## config.mk

```make
export PLATFORM = sky130hd
export DESIGN_NAME = joyport_arbiter
export DESIGN_NICKNAME = d
export VERILOG_FILES = /design/src/rtl/joyport_arbiter.sv
export SDC_FILE = /design/constraint.sdc
export NUM_CORES = 1
export LEC_CHECK = 0
export ABC_AREA = 0
export CORE_ASPECT_RATIO = 1.25
export CORE_MARGIN = 8
export CORE_UTILIZATION = 43
export DETAILED_ROUTE_END_ITERATION = 16
export GPL_TIMING_DRIVEN = 0
export PLACE_DENSITY_LB_ADDON = 0.25
export SLEW_MARGIN = 10
export SYNTH_ARGS = -nofsm -noshare
export SYNTH_HDL_FRONTEND = slang
export SYNTH_SLANG_ARGS = --single-unit
```

## constraint.sdc

```tcl
create_clock -name clk_sys -period 3.3 [get_ports clk_sys]
set_input_delay 0.33 -clock clk_sys [delete_from_list [all_inputs] [get_ports clk_sys]]
set_output_delay 0.33 -clock clk_sys [all_outputs]
set_load 0.02 [all_outputs]
```

## src/rtl/joyport_arbiter.sv

```systemverilog
// Shares MSX joystick port A between the digital joystick and the PS/2 mouse adapter.
// Source selection is activity driven, debounced, rate limited, and never cuts a mouse nibble read.
module joyport_arbiter #(
  parameter int DEBOUNCE = 16,
  parameter int QUIET    = 256,
  parameter int IDLE_TMO = 2**24,
  parameter int LOCKOUT  = 4096
) (
  input  logic       clk_sys,
  input  logic       reset_n,
  input  logic [5:0] joy_in,
  input  logic       mouse_act,
  input  logic [5:0] mouse_data,
  input  logic       port_str,
  output logic [5:0] port_data,
  output logic       mouse_str,
  output logic       mouse_mode
);

  localparam int DW = $clog2(DEBOUNCE + 1);
  localparam int QW = $clog2(QUIET + 1);
  localparam int IW = $clog2(IDLE_TMO + 1);
  localparam int LW = $clog2(LOCKOUT + 1);

  localparam logic [DW-1:0] DEB_MAX   = DW'(DEBOUNCE);
  localparam logic [QW-1:0] QUIET_MAX = QW'(QUIET);
  localparam logic [IW-1:0] IDLE_MAX  = IW'(IDLE_TMO);
  localparam logic [LW-1:0] LOCK_MAX  = LW'(LOCKOUT);

  typedef enum logic [1:0] {
    S_JOY   = 2'd0,
    S_MOUSE = 2'd1,
    S_DRAIN = 2'd2
  } state_t;

  state_t        r_state, w_state_nxt;
  logic [DW-1:0] r_deb,   w_deb_nxt;
  logic [QW-1:0] r_quiet, w_quiet_nxt;
  logic [IW-1:0] r_idle,  w_idle_nxt;
  logic [LW-1:0] r_lock,  w_lock_nxt;
  logic          r_drain_joy, w_drain_joy_nxt;
  logic          r_str_d;
  logic [5:0]    r_port;
  logic          r_mstr;
  logic          w_commit;
  logic          w_str_edge;

  // NOTE: every always_comb output gets a default first so no path leaves it unassigned (no latch).
  always_comb begin
    w_str_edge = port_str ^ r_str_d;

    w_deb_nxt = r_deb;
    if (joy_in == 6'd0)        w_deb_nxt = '0;
    else if (r_deb != DEB_MAX) w_deb_nxt = r_deb + 1'b1;

    w_idle_nxt = r_idle;
    if (r_state == S_JOY || mouse_act) w_idle_nxt = '0;
    else if (r_idle != IDLE_MAX)       w_idle_nxt = r_idle + 1'b1;

    w_quiet_nxt = r_quiet;
    if (w_str_edge)                w_quiet_nxt = '0;
    else if (r_quiet != QUIET_MAX) w_quiet_nxt = r_quiet + 1'b1;

    // Thresholds are taken on the counters' next values, so a switch lands on the cycle the count is reached.
    w_state_nxt     = r_state;
    w_drain_joy_nxt = r_drain_joy;
    w_commit        = 1'b0;
    case (r_state)
      S_JOY: begin
        if (mouse_act && r_lock == '0) begin
          w_state_nxt = S_MOUSE;
          w_commit    = 1'b1;
        end
      end
      S_MOUSE: begin
        if (r_lock == '0) begin
          if (w_deb_nxt == DEB_MAX) begin
            w_state_nxt     = S_DRAIN;
            w_drain_joy_nxt = 1'b1;
          end else if (w_idle_nxt == IDLE_MAX) begin
            w_state_nxt     = S_DRAIN;
            w_drain_joy_nxt = 1'b0;
          end
        end
      end
      S_DRAIN: begin
        // Mouse activity always beats the pending return so a running nibble read is never cut.
        if (mouse_act || (r_drain_joy && joy_in == 6'd0)) begin
          w_state_nxt = S_MOUSE;
        end else if (w_quiet_nxt == QUIET_MAX) begin
          w_state_nxt = S_JOY;
          w_commit    = 1'b1;
        end
      end
      default: w_state_nxt = S_JOY;
    endcase

    w_lock_nxt = r_lock;
    if (w_commit)            w_lock_nxt = LOCK_MAX;
    else if (r_lock != '0)   w_lock_nxt = r_lock - 1'b1;
  end

  // NOTE: sequential state uses non-blocking assignments so all registers update from pre-edge values.
  always_ff @(posedge clk_sys or negedge reset_n) begin
    if (!reset_n) begin
      r_state     <= S_JOY;
      r_deb       <= '0;
      r_quiet     <= '0;
      r_idle      <= '0;
      r_lock      <= '0;
      r_drain_joy <= 1'b0;
      r_str_d     <= 1'b0;
      r_port      <= 6'h3F;
      r_mstr      <= 1'b0;
    end else begin
      r_state     <= w_state_nxt;
      r_deb       <= w_deb_nxt;
      r_idle      <= w_idle_nxt;
      r_lock      <= w_lock_nxt;
      r_drain_joy <= w_drain_joy_nxt;
      r_str_d     <= port_str;
      r_quiet     <= (r_state == S_DRAIN && w_state_nxt == S_DRAIN) ? w_quiet_nxt : '0;
      // The port source follows the next state so data and mouse_mode change on the same edge.
      r_port      <= (w_state_nxt == S_JOY) ? ~joy_in : mouse_data;
      if (w_state_nxt != S_JOY) r_mstr <= port_str;
    end
  end

  assign port_data  = r_port;
  assign mouse_str  = r_mstr;
  assign mouse_mode = (r_state != S_JOY);

endmodule

```

==> results by group <==
Layout
  • Commonest non-fill, non-tap cell in the layout: nor2_1
  • Final Net Count: 423
  • Most frequent cells in the layout: 62 x nor2_1, 57 x dfrtp_1, 28 x xnor2_1
  • Number of diodes: 0
  • Synthesis-to-finish area growth: 16.0%
  • Share of layout cells above drive strength 1: 0.126

Route
  • DRC marker count from the first detailed-route iteration: 80
  • Via count: about 2700
  • Routed length per instance: around 14 um
  • Drt total wl: slightly above 7000 um
  • First drt pass iteration count: 4
  • Vias per cell: between 5 and 6
  • Post-detailed-route count of antenna-violating nets: 0
  • DRC: 0

Timing
  • FMAX: ~0.37 GHz
  • RSZ-0062 raised after global routing: no
  • Max transition margin: 0.478
  • Setup ws final: 0.572 ns
  • Fin Clk Skew: slightly above 0.007 ns
  • Worst-margin pin slew: roughly 0.8 ns
  • Setup violators final: 0
  • Fin. Hold Viols: 0
  • Final Cycle Share: 0.827
  • Final Max Slew Viols: 0
  • Final Critical Period: around 2.7 ns

Job
  • Max_cap viols: 0

CTS
  • Clock tree buffer depth: 2
  • Worst skew pair latency: between 0.3 and 0.4 ns
  • Root Buffer: clkbuf_8
  • Num CTS Buffers: 9
  • Clk pin slew, worst setup/hold paths: roughly 0.070 ns
  • Setup bufs post-CTS: 0
  • CTS tree: built
  • CTS Hold Bufs: 0
  • Resized cells post-CTS: 0
  • H-Tree Depth: 3
  • Clock sink count: between 60 and 70

Global route
  • Vias in the first global route: 2791
  • Largest net degree at the start of global routing: 64
  • Grt ovf: 0
  • GRT Total Usage: 0.135
  • First-pass GRT wire length: roughly 13000 um
  • Initial antenna violation count: 0

Floorplan
  • Die H: approximately 120 um
  • DIE WIDTH: ~100 um
  • Ports: 24
  • Core area: about 8000 um2
  • Starting density of the core: 0.438
  • Rows: 37
  • Die ar.: between 10000 and 15000 um2

Setup path
  • CP startpoint kind: flip-flop
  • CP top delay family: simple AND/OR/NAND/NOR gates
  • Crit. End Element: flip-flop
  • Worst reg-to-reg path cell count: 10
  • CP max stage delay: ~0.44 ns
  • WP data arrival: approximately 3.0 ns
  • Crit Reg-Reg Endpoint: mouse_str
  • Critical path, cell by cell: ha_1 > clkbuf_1 > or3_1 > nand2_1 > a31oi_1 > nand2b_1 > nand4bb_4 > a21bo_2 > o21ai_4 > mux2_4
  • Slowest CP cell: dfrtp_1
  • Worst-path fanout max: 7
  • Data required time at the worst endpoint: 3.54 ns
  • Buffers & Inverters on Critical Path: 1
  • Critical path origin: r_quiet[0]
  • Launching point of the worst reg2reg path: r_quiet[0]
  • CP Class: reg2reg
  • R2R Setup Slk: between 0.5 and 0.6 ns

Logic synthesis
  • Synth Area per Inst: 9.76 um2
  • Async SR Flop Fraction: 1.00
  • Top FF cell, synth: dfrtp_1
  • Sequential area share after synthesis: 0.444
  • Largest area contributor in the netlist: dfrtp_1
  • Mapped Nets: a little under 400
  • Number of synthesized flops with an enable pin: 0
  • Seq cells post-synth: 63
  • Synth unique cells: just under 60
  • Yosys top cell area share: 0.399
  • Cells after Synth: about 370
  • Mapped cell area: about 3600 um2
  • YS warnings: 0
  • Main area contributors after synthesis: dfrtp_1 40%, xnor2_1 6.9%, nor2_1 6.5%, dfstp_2 4.4%, xor2_1 3.7%

Placed design
  • Routability cong.: about 0.8
  • Port buffer count: 23
  • Post-DP HPWL: slightly above 5000 um
  • Pre-CTS setup slack: between 0.5 and 0.6 ns

Power
  • Leak Pwr: 1.67 nW
  • PwrDens: around 440 nW/um2
  • Total chip power: roughly 1.8 mW
  • Peak supply drop: roughly 0.28 mV

Worst hold path
  • Hold WC Path Type: in2async

Run status
  • Status: complete, no violations
power breakdown:
part | switching [mW] | internal, mW | total, mW
registers | 0.0313 | 0.816 | 0.848
clock network | 0.300 | 0.466 | 0.766
logic | 0.111 | 0.0959 | 0.207
registers in the layout (all words and copies together), names as in the netlist:
name,cells
r_idle,25
r_lock,13
r_quiet,9
port_data,6
r_deb,5
r_state,2
mouse_str,1
r_drain_joy,1
r_str_d,1
worst reg2reg max path, stage by stage (launching register included):
cell	delay (ns)
dfrtp_1	0.44
ha_1	0.22
clkbuf_1	0.18
or3_1	0.33
nand2_1	0.07
a31oi_1	0.10
nand2b_1	0.16
nand4bb_4	0.22
a21bo_2	0.26
o21ai_4	0.30
mux2_4	0.33
synthesized netlist by cell type (all sizes together), types with 2 or more instances:
master,count
a21o,4
a21oi,9
a31oi,2
and3,3
and4,2
buf,7
clkbuf,2
dfrtp,57
dfstp,6
ha,7
inv,17
mux2,4
mux2i,9
nand2,20
nand2b,6
nand3,22
nand3b,2
nand4,10
nor2,63
nor2b,4
nor3,16
nor3b,2
nor4,9
nor4b,5
o21ai,8
o22ai,2
o31ai,2
or2,2
or3,8
or4,3
xnor2,28
xor2,15
routing by layer:
| metal | share of wire | wire (um) | track usage | vias up |
|---|---|---|---|---|
| met5 | 0 | 0 | 0 | - |
| met4 | 0.030 | 213 | 0.0855 | 0 |
| met3 | 0.038 | 272 | 0.0370 | 17 |
| met2 | 0.51 | 3600 | 0.222 | 39 |
| met1 | 0.43 | 3020 | 0.149 | 1308 |
| li1 | - | - | - | 1338 |
worst max-delay path by stage:
stage | cells past startpoint | endpoint | slack, ns
floorplan | 10 | mouse_str | 0.79
global route | 10 | mouse_str | 0.41
CTS | 10 | mouse_str | 0.54
finish | 10 | mouse_str | 0.57
detailed placement | 8 | mouse_str | 0.52
global placement | 1 | r_quiet[5] | -0.23
logic make-up after synthesis:
group	share of synthesized area
xor gates and xnor gates	0.105
DFF	0.444
muxes	0.0389
AOI/OAI and AO/OA	0.0652
adders and majority gates	0.0245
and+or+nand+nor	0.293
buffers and inverters	0.0294
final cells by class:
cell class              count  area (um2)
flip-flops and latches     63        1580
fillers                   771        4000
repair buffers             23         228
plain buffers               9        41.3
multi-input cells         277        1880
clock buffers              13         159
inverters                  17        63.8
well taps                  97         121
clock inverters             3        65.1
stage by stage:
| stage | setup TNS (ns) | cells | hold slack (ns) | util | area (um2) |
|---|---|---|---|---|---|
| 2_1_floorplan | 0 | 366 | 0.0344 | - | 3570 |
| 3_3_place_gp | -13.03 | 486 | 0.498 | 0.481 | 3920 |
| 3_5_place_dp | 0 | 486 | 0.485 | 0.481 | 3920 |
| 4_1_cts | 0 | 502 | 0.0968 | 0.509 | 4140 |
| 5_1_grt | 0 | 502 | 0.143 | 0.509 | 4140 |
| 6_report | 0 | 502 | 0.0686 | 0.509 | 4140 |
(Power assumes the default switching activity.)
